==> src/rtl/mux7_rr_scheduler.sv <==
// ---------------------------------------------------------------------------
// mux7_rr_scheduler
//   Round-robin owner scheduler for a shared 7-to-1 one-bit mux channel.
//   One requester at a time owns the channel for at most HOLD_CYCLES cycles.
//   After each tenure the channel sits idle for GAP_CYCLES cycles, then one
//   arbitration (IDLE) cycle follows before the next tenure.
//
// Parameters
//   HOLD_CYCLES  max cycles per tenure (1..255)
//   GAP_CYCLES   idle cycles between tenures (1..15)
//
// Build option
//   MUX_SCHED_LOCK_EN  when defined, adds the lock port. While lock=1 and
//                      the owner keeps requesting, the tenure is extended.
//
// Ports
//   clock     in   1  system clock, rising edge
//   resetn    in   1  synchronous active-low reset
//   enable    in   1  scheduler run enable
//   req       in   7  per-source request, bit i <-> mux input i
//   data_in   in   7  per-source data bits (mux inputs)
//   lock      in   1  extend current tenure (MUX_SCHED_LOCK_EN only)
//   sel       out  3  registered mux select, 3'b111 = no owner
//   grant     out  7  registered one-hot grant, 0 = no owner
//   data_out  out  1  data_in[sel], 0 when there is no owner
//   busy      out  1  high while a tenure is active
// ---------------------------------------------------------------------------
module mux7_rr_scheduler #(
  parameter int unsigned HOLD_CYCLES = 4,
  parameter int unsigned GAP_CYCLES  = 1
) (
  input  logic       clock,
  input  logic       resetn,
  input  logic       enable,
  input  logic [6:0] req,
  input  logic [6:0] data_in,
`ifdef MUX_SCHED_LOCK_EN
  input  logic       lock,
`endif
  output logic [2:0] sel,
  output logic [6:0] grant,
  output logic       data_out,
  output logic       busy
);

  typedef enum logic [1:0] {
    S_IDLE  = 2'd0,
    S_GRANT = 2'd1,
    S_GAP   = 2'd2
  } state_e;

  localparam logic [7:0] HOLD_LAST = 8'(HOLD_CYCLES - 1);
  localparam logic [3:0] GAP_LAST  = 4'(GAP_CYCLES - 1);
  localparam logic [2:0] SEL_NONE  = 3'b111;

  state_e     state_q, state_d;
  logic [2:0] ptr_q, ptr_d;
  logic [2:0] idx_q, idx_d;
  logic [7:0] cnt_q, cnt_d;
  logic [3:0] gap_q, gap_d;
  logic [2:0] sel_q, sel_d;
  logic [6:0] grant_q, grant_d;
  logic       busy_q, busy_d;

  logic       win_valid;
  logic [2:0] win_idx;
  logic [3:0] cand;
  logic       owner_req;
  logic       hold_ext;

  // Rotating priority search: ptr, ptr+1, ... wrapping past 6 back to 0.
  always_comb begin
    win_valid = 1'b0;
    win_idx   = '0;
    cand      = '0;
    for (int unsigned i = 0; i < 7; i++) begin
      cand = 4'(ptr_q) + 4'(i);
      if (cand >= 4'd7) cand = cand - 4'd7;
      if (!win_valid && req[cand[2:0]]) begin
        win_valid = 1'b1;
        win_idx   = cand[2:0];
      end
    end
  end

  assign owner_req = |(req & (7'b1 << idx_q));

`ifdef MUX_SCHED_LOCK_EN
  assign hold_ext = lock & owner_req;
`else
  assign hold_ext = 1'b0;
`endif

  // State register
  always_ff @(posedge clock) begin
    if (!resetn) begin
      state_q <= S_IDLE;
      ptr_q   <= '0;
      idx_q   <= '0;
      cnt_q   <= '0;
      gap_q   <= '0;
      sel_q   <= SEL_NONE;
      grant_q <= '0;
      busy_q  <= 1'b0;
    end else begin
      state_q <= state_d;
      ptr_q   <= ptr_d;
      idx_q   <= idx_d;
      cnt_q   <= cnt_d;
      gap_q   <= gap_d;
      sel_q   <= sel_d;
      grant_q <= grant_d;
      busy_q  <= busy_d;
    end
  end

  // Next-state logic
  always_comb begin
    state_d = state_q;
    ptr_d   = ptr_q;
    idx_d   = idx_q;
    cnt_d   = cnt_q;
    gap_d   = gap_q;
    unique case (state_q)
      S_IDLE: begin
        if (enable && win_valid) begin
          state_d = S_GRANT;
          idx_d   = win_idx;
          cnt_d   = '0;
        end
      end
      S_GRANT: begin
        if (!owner_req || !enable || (cnt_q == HOLD_LAST && !hold_ext)) begin
          state_d = S_GAP;
          ptr_d   = (idx_q == 3'd6) ? 3'd0 : idx_q + 3'd1;
          gap_d   = '0;
        end else if (cnt_q != HOLD_LAST) begin
          // Under lock the counter parks at HOLD_LAST instead of wrapping.
          cnt_d = cnt_q + 8'd1;
        end
      end
      S_GAP: begin
        if (gap_q == GAP_LAST) state_d = S_IDLE;
        else                   gap_d   = gap_q + 4'd1;
      end
      default: state_d = S_IDLE;
    endcase
  end

  // Output decode from the next state so sel/grant/busy come straight from flops
  always_comb begin
    sel_d   = SEL_NONE;
    grant_d = '0;
    busy_d  = 1'b0;
    if (state_d == S_GRANT) begin
      sel_d   = idx_d;
      grant_d = 7'b1 << idx_d;
      busy_d  = 1'b1;
    end
  end

  always_comb begin
    data_out = 1'b0;
    case (sel_q)
      3'd0:    data_out = data_in[0];
      3'd1:    data_out = data_in[1];
      3'd2:    data_out = data_in[2];
      3'd3:    data_out = data_in[3];
      3'd4:    data_out = data_in[4];
      3'd5:    data_out = data_in[5];
      3'd6:    data_out = data_in[6];
      default: data_out = 1'b0;
    endcase
  end

  assign sel   = sel_q;
  assign grant = grant_q;
  assign busy  = busy_q;

endmodule

==> config.mk <==
export PLATFORM = sky130hd
export DESIGN_NAME = mux7_rr_scheduler
export DESIGN_NICKNAME = d
export VERILOG_FILES = /design/src/rtl/mux7_rr_scheduler.sv
export SDC_FILE = /design/constraint.sdc
export NUM_CORES = 1
export LEC_CHECK = 0
export ABC_AREA = 1
export ABC_CLOCK_PERIOD_IN_PS = 4300
export CORE_UTILIZATION = 55
export CTS_BUF_LIST = sky130_fd_sc_hd__clkbuf_2
export DETAILED_ROUTE_END_ITERATION = 7
export GPL_ROUTABILITY_DRIVEN = 0
export PLACE_DENSITY = 0.77
export SLEW_MARGIN = 10
export SYNTH_ARGS = -nofsm -noshare
export SYNTH_HDL_FRONTEND = slang
export SYNTH_SLANG_ARGS = --single-unit
==> constraint.sdc <==
create_clock -name clock -period 4.3 [get_ports clock]
set_clock_uncertainty 0.05 [all_clocks]
set_input_delay 1.29 -clock clock [delete_from_list [all_inputs] [get_ports clock]]
set_output_delay 1.29 -clock clock [all_outputs]
set_load 0.02 [all_outputs]
==> qor.csv, run 1 <==
stage;metric;value;unit
status;status;finished clean;
route;First-pass DRT Iterations;6;
clocking;Bufs on Longest Clock Path;2;
clocking;Root Buffer;clkbuf_2;
global_routing;GRT Resource Usage Total;25.1;%
critical_path;crit end category;output pin;
sta;Setup violations, final;0;
job;number of max-cap violations;0;
floorplan;core area;5240;µm²
critical_path;CP dominant cell by count;nor2_1;
yosys;yosys warns;0;
critical_path;FF-to-FF path depth;16;
finish;synth-to-layout area growth;12.2;%
critical_path;CP peak stage delay;0.46;ns
critical_path;worst-path cell chain;clkdlybuf4s50_1 -> nor2_1 -> o32ai_1 -> nor2_1 -> a31oi_1 -> dlymetal6s2s_1;
clocking;Max H-tree Level;2;
yosys;FF+latch count, synth;31;
yosys;area of the mapped netlist;3050;µm²
critical_path;critical path class;input pin to output pin;
global_routing;initial antenna violation count;0;
yosys;Synth Net Count;526;
sta;RSZ-0062 raised after global routing;false;
sta;fmax;261;MHz
critical_path;R2R Path End;cnt_q[2];
critical_path;Worst setup SP type;input pin;
floorplan;Die Wd;76.4;µm
critical_path;Req. time, crit path;2.96;ns
clocking;Hold Buf Count CTS;0;
hold_path;Hold Path End;cnt_q[7];
global_routing;vias in the first global route;2606;
route;total wire length;7080;µm
finish;Ant. Diodes;0;
finish;NumNets Final;558;
route;post-route ant nets;0;
clocking;post-CTS setup repair buffer count;0;
sta;final sum of negative setup slack;0;ns
finish;footprint of the multi-input gates;2120;µm²
floorplan;die footprint;5840;µm²
finish;commonest non-fill, non-tap cells in the layout;nand2_1, inv_1, nand3_1;
critical_path;crit-path max FO;1;
floorplan;Initial Utilization;58.2;%
finish;fill count;514;
global_routing;global-route wire length before repair;12000;µm
yosys;synth unique cells;40;
sta;period utilization;89.0;%
placement;DP HPWL;5610;µm
clocking;CTS clk-pin slew, worst paths;0.14;ns
route;DRT iter0 DRCs;208;
sta;Slew @ Worst Pin;0.573;ns
sta;hold_ws;0.458;ns
route;via count;3113;
global_routing;maximum number of pins on one net before global-route repair;17;
sta;min cycle time layout;3.83;ns
placement;input/output buffers;28;
hold_path;worst hold-check path type;flip-flop to flip-flop;
yosys;Mean Syn Cell Area;6.25;µm²
floorplan;# IOs;29;
pwr;PwrDens;409;nW/µm²
yosys;sequential share of the synthesized area;20.4;%
sta;Slew Limit Fails;0;
floorplan;Die Ht;76.4;µm
clocking;TritonCTS clock tree;yes;
floorplan;Rows;26;
finish;Final Cell Area;3420;µm²
critical_path;data arrival time of the worst path;2.49;ns
clocking;worst skew pair latency;0.35;ns
clocking;cts bufs inserted;5;
sta;Final Hold Vio Count;0;
sta;max_slew headroom;61.4;%
hold_path;hold path startpoint;cnt_q[7];
hold_path;hold path depth;2;
route;DR DRC count;0;
route;vias per cell;5.28;
clocking;Clock Sinks;31;
finish;commonest non-fill, non-tap cell in the layout;nand2_1;
critical_path;CP max stage cell;clkdlybuf4s50_1;
route;WL per Instance;12.0;µm
placement;Placed Area;3380;µm²
critical_path;Reg-to-Reg Start;ptr_q[1];
global_routing;grt ovf;0;
finish;layout cells sized above 1;10.0;%
pwr;Peak VDD IR;217;µV
critical_path;FF-to-FF setup slack;0.93;ns
yosys;Syn Inst Count;488;
finish;FF/Latch Area;621;µm²
pwr;leakage power;1.65;nW
finish;utilization after layout;65.3;%
-- cells by family (layout without fill, tap and decap cells) --
kind of cell | count (synthesis) | count (layout) | share of synthesized area (%)
AOI/OAI and AO/OA | 61 | 61 | 12.9
xor gates and xnor gates | 6 | 6 | 1.72
adders and majority gates | 21 | 21 | 8.87
buffers and inverters | 73 | 105 | 9.93
DFF | 31 | 31 | 20.4
and+or+nand+nor | 296 | 296 | 46.2
-- power breakdown --
| group | internal, W | switching [W] | total [W] | leakage (nW) |
|---|---|---|---|---|
| sequential | 0.000318 | 0.0000364 | 0.000355 | 0.252 |
| clock | 0.0000343 | 0.0000930 | 0.000127 | 0.0262 |
| combinational | 0.000306 | 0.000612 | 0.000918 | 1.37 |
-- cell usage after synthesis --
cell type	count	area (µm²)
nand4_1	3	18.8
a211oi_1	3	22.5
nand4_2	2	25.0
inv_2	4	15.0
o21ai_2	4	35.0
o31ai_1	1	7.51
nor2_1	49	184
nor2_8	1	20.0
nand2_1	140	526
buf_8	1	15.0
nand2_4	6	67.6
fa_1	1	20.0
inv_1	63	236
nor3b_1	2	15.0
buf_6	2	22.5
clkinv_1	1	3.75
xor2_1	3	26.3
nand3b_1	2	15.0
xnor2_1	3	26.3
o32ai_1	1	8.76
nor3_1	6	30.0
o21ai_1	7	35.0
nand3_2	3	30.0
nand3_1	60	300
nor4_1	1	6.26
nand2_2	14	87.6
a31oi_1	1	6.26
nor2_4	1	11.3
and2_1	1	6.26
a21oi_1	16	80.1
o211ai_2	1	12.5
a21oi_4	3	48.8
inv_4	1	6.26
nand3_4	3	52.6
dfxtp_1	31	621
o21ai_0	17	85.1
clkbuf_1	1	3.75
o211ai_1	7	52.6
ha_1	20	250
nor2_2	2	12.5
-- cell type report --
type	count	share of cell area, %
inverters	69	7.65
clock buffers	5	0.732
clock inverters	2	0.256
repair buffers	29	8.49
flip-flops and latches	31	18.2
well taps	70	2.56
multi-input cells	384	62.2
-- per-stage QoR --
| stage | setup WS, ns | cells | power [W] |
|---|---|---|---|
| finish | 0.474 | 590 | 0.00140 |
| global route | 0.356 | 590 | 0.00154 |
| CTS | 0.0723 | 590 | 0.00140 |
| detailed placement | 0.0756 | 583 | 0.00127 |
| global placement | 0.0956 | 583 | 0.00126 |
| floorplan | 0.955 | 488 | 0.00107 |
-- layer usage --
layer	routed length, µm	up-vias	share of wire [%]	global-route usage (%)
met5	0	-	0	0
met4	41	0	0.58	3.65
met3	381	6	5.4	5.51
met2	2940	92	42	37.4
met1	3710	1370	52	37.3
li1	-	1645	-	-
-- worst max-delay path: cells and delay by family --
family / cells / cell delay, ns
compound gates: 2 / 0.38
buf+inv: 2 / 0.70
simple gates: 2 / 0.12
-- what timing repair did --
action                     in CTS  in global routing
gates resized for setup         0                  1
hold endpoints to repair        0                  0
setup endpoints to repair       0                  1
-- registers in the layout, summed over array words and instances, names as in the netlist --
register and flops:
state_q 2, idx_q 3, cnt_q 8, grant 7, ptr_q 3, gap_q 4
sel 3, busy 1
-- how the worst max path moves through the flow --
stage	from	slack [ns]	cells past startpoint	to
after floorplan	data_in[0]	0.96	4	data_out
after global placement	data_in[0]	0.1	6	data_out
after detailed placement	data_in[0]	0.08	6	data_out
after CTS	data_in[0]	0.07	6	data_out
after global routing	data_in[0]	0.36	6	data_out
final	data_in[0]	0.47	6	data_out
Power figures use the tool's default switching activity.
==> run 2: changes to the inputs <==
Settings changed: CORE_UTILIZATION 55 to 65, PLACE_DENSITY 0.77 to 0.89.
==> qor.csv, run 2 (synthesis gave the netlist of run 1 again) <==
stage;metric;value;unit;change
critical_path;Req. time, crit path;2.96;ns;about the same
floorplan;Die Wd;70.5;µm;was 76.4 µm
critical_path;Worst setup SP type;input pin;;unchanged
global_routing;initial antenna violation count;0;;unchanged
sta;min cycle time layout;3.83;ns;about the same
floorplan;Rows;24;;was 26
clocking;Clock Sinks;31;;unchanged
critical_path;crit end category;output pin;;unchanged
clocking;TritonCTS clock tree;yes;;unchanged
status;failing checks;design-rule violations;;
route;First-pass DRT Iterations;8;;was 6
finish;footprint of the multi-input gates;2120;µm²;unchanged
global_routing;GRT Resource Usage Total;31.3;%;was 25.1%
finish;NumNets Final;558;;unchanged
clocking;cts bufs inserted;5;;unchanged
finish;fill count;360;;was 514
finish;layout cells sized above 1;10.2;%;was 10.0%
route;vias per cell;5.65;;was 5.28
floorplan;core area;4440;µm²;was 5240 µm²
finish;commonest non-fill, non-tap cell in the layout;nand2_1;;unchanged
sta;max_slew headroom;57.6;%;was 61.4%
floorplan;Initial Utilization;68.6;%;was 58.2%
route;DRT iter0 DRCs;300;;was 208
placement;input/output buffers;28;;unchanged
status;status;finished, violations left;;was finished clean
global_routing;maximum number of pins on one net before global-route repair;17;;unchanged
clocking;Hold Buf Count CTS;0;;unchanged
clocking;post-CTS sizing;0;;unchanged
hold_path;worst hold-check path type;flip-flop to flip-flop;;unchanged
finish;Biggest register;cnt_q;;unchanged
sta;Final Hold Vio Count;0;;unchanged
job;number of max-cap violations;0;;unchanged
clocking;worst skew pair latency;0.38;ns;was 0.35 ns
clocking;Max H-tree Level;2;;unchanged
finish;synth-to-layout area growth;12.4;%;was 12.2%
clocking;CTS clk-pin slew, worst paths;0.15;ns;was 0.14 ns
route;post-route ant nets;0;;unchanged
placement;Placed Area;3360;µm²;was 3380 µm²
critical_path;data arrival time of the worst path;2.49;ns;about the same
pwr;leakage power;1.66;nW;was 1.65 nW
finish;utilization after layout;77.1;%;was 65.3%
global_routing;vias in the first global route;2832;;was 2606
pwr;PwrDens;437;nW/µm²;was 409 nW/µm²
sta;fmax;261;MHz;about the same
floorplan;die footprint;4970;µm²;was 5840 µm²
global_routing;grt ovf;0;;unchanged
floorplan;# IOs;29;;unchanged
critical_path;critical path class;input pin to output pin;;unchanged
route;total wire length;7460;µm;was 7080 µm
route;via count;3237;;was 3113
floorplan;Die Ht;70.5;µm;was 76.4 µm
route;DR DRC count;5;;was 0
global_routing;global-route wire length before repair;12500;µm;was 12000 µm
finish;max reg flops;8;;unchanged
sta;period utilization;89.0;%;about the same
sta;RSZ-0062 raised after global routing;false;;unchanged
finish;Final Cell Area;3430;µm²;was 3420 µm²
finish;Ant. Diodes;0;;unchanged
finish;FF/Latch Area;621;µm²;unchanged
clocking;Root Buffer;clkbuf_2;;unchanged
clocking;post-CTS setup repair buffer count;0;;unchanged
sta;Setup violations, final;0;;unchanged
finish;commonest non-fill, non-tap cells in the layout;nand2_1, inv_1, nand3_1;;unchanged
route;WL per Instance;13.0;µm;was 12.0 µm
sta;Slew @ Worst Pin;0.630;ns;was 0.573 ns
placement;DP HPWL;5950;µm;was 5610 µm
clocking;Bufs on Longest Clock Path;2;;unchanged
sta;final sum of negative setup slack;0;ns;unchanged
pwr;Peak VDD IR;268;µV;was 217 µV
sta;Slew Limit Fails;0;;unchanged
critical_path;crit-path max FO;1;;unchanged
## run 2: worst max-delay path, stage by stage
cell	delay [ns]
clkdlybuf4s50_1	0.46
nor2_1	0.04
o32ai_1	0.27
nor2_1	0.06
a31oi_1	0.13
dlymetal6s2s_1	0.24
## run 2: metal layers
metal | part of all wire, % | up-vias | track usage [%]
met5 | 0 | - | 0
met4 | 1.4 | 0 | 8.39
met3 | 8.7 | 12 | 5.48
met2 | 45 | 141 | 49.1
met1 | 45 | 1443 | 44.1
li1 | - | 1641 | -
## run 2: final timing paths
| path | from | endpoint | slack [ns] | cells past startpoint |
|---|---|---|---|---|
| setup reg to reg | ptr_q[1] | grant[4] | 0.81 | 17 |
| setup / recovery | data_in[0] | data_out | 0.47 | 6 |
| hold / removal | cnt_q[7] | cnt_q[7] | 0.46 | 2 |
| hold reg to reg | cnt_q[7] | cnt_q[7] | 0.46 | 2 |
## run 2: area by class of cell
class | count | share of cell area (%)
multi-input cells | 384 | 62.0
flip-flops and latches | 31 | 18.1
repair buffers | 29 | 8.47
inverters | 69 | 7.63
well taps | 52 | 1.90
clock inverters | 3 | 1.13
clock buffers | 5 | 0.730
## run 2: metrics by stage
stage / setup slack, ns / total power [W] / hold slack, ns / instances
5_1_grt: 0.356 / 0.00162 / 0.490 / 573
2_1_floorplan: 0.955 / 0.00107 / 0.419 / 488
6_report: 0.474 / 0.00150 / 0.464 / 573
3_3_place_gp: 0.0936 / 0.00125 / 0.437 / 565
4_1_cts: 0.0791 / 0.00148 / 0.466 / 573
3_5_place_dp: 0.0830 / 0.00129 / 0.445 / 565
## run 2: where the power goes
part           total, W  switching (W)  internal [W]  leakage (nW)
Combinational  0.000946       0.000640      0.000307          1.37
Clock          0.000197       0.000102     0.0000957        0.0404
Sequential     0.000354      0.0000354      0.000318         0.252
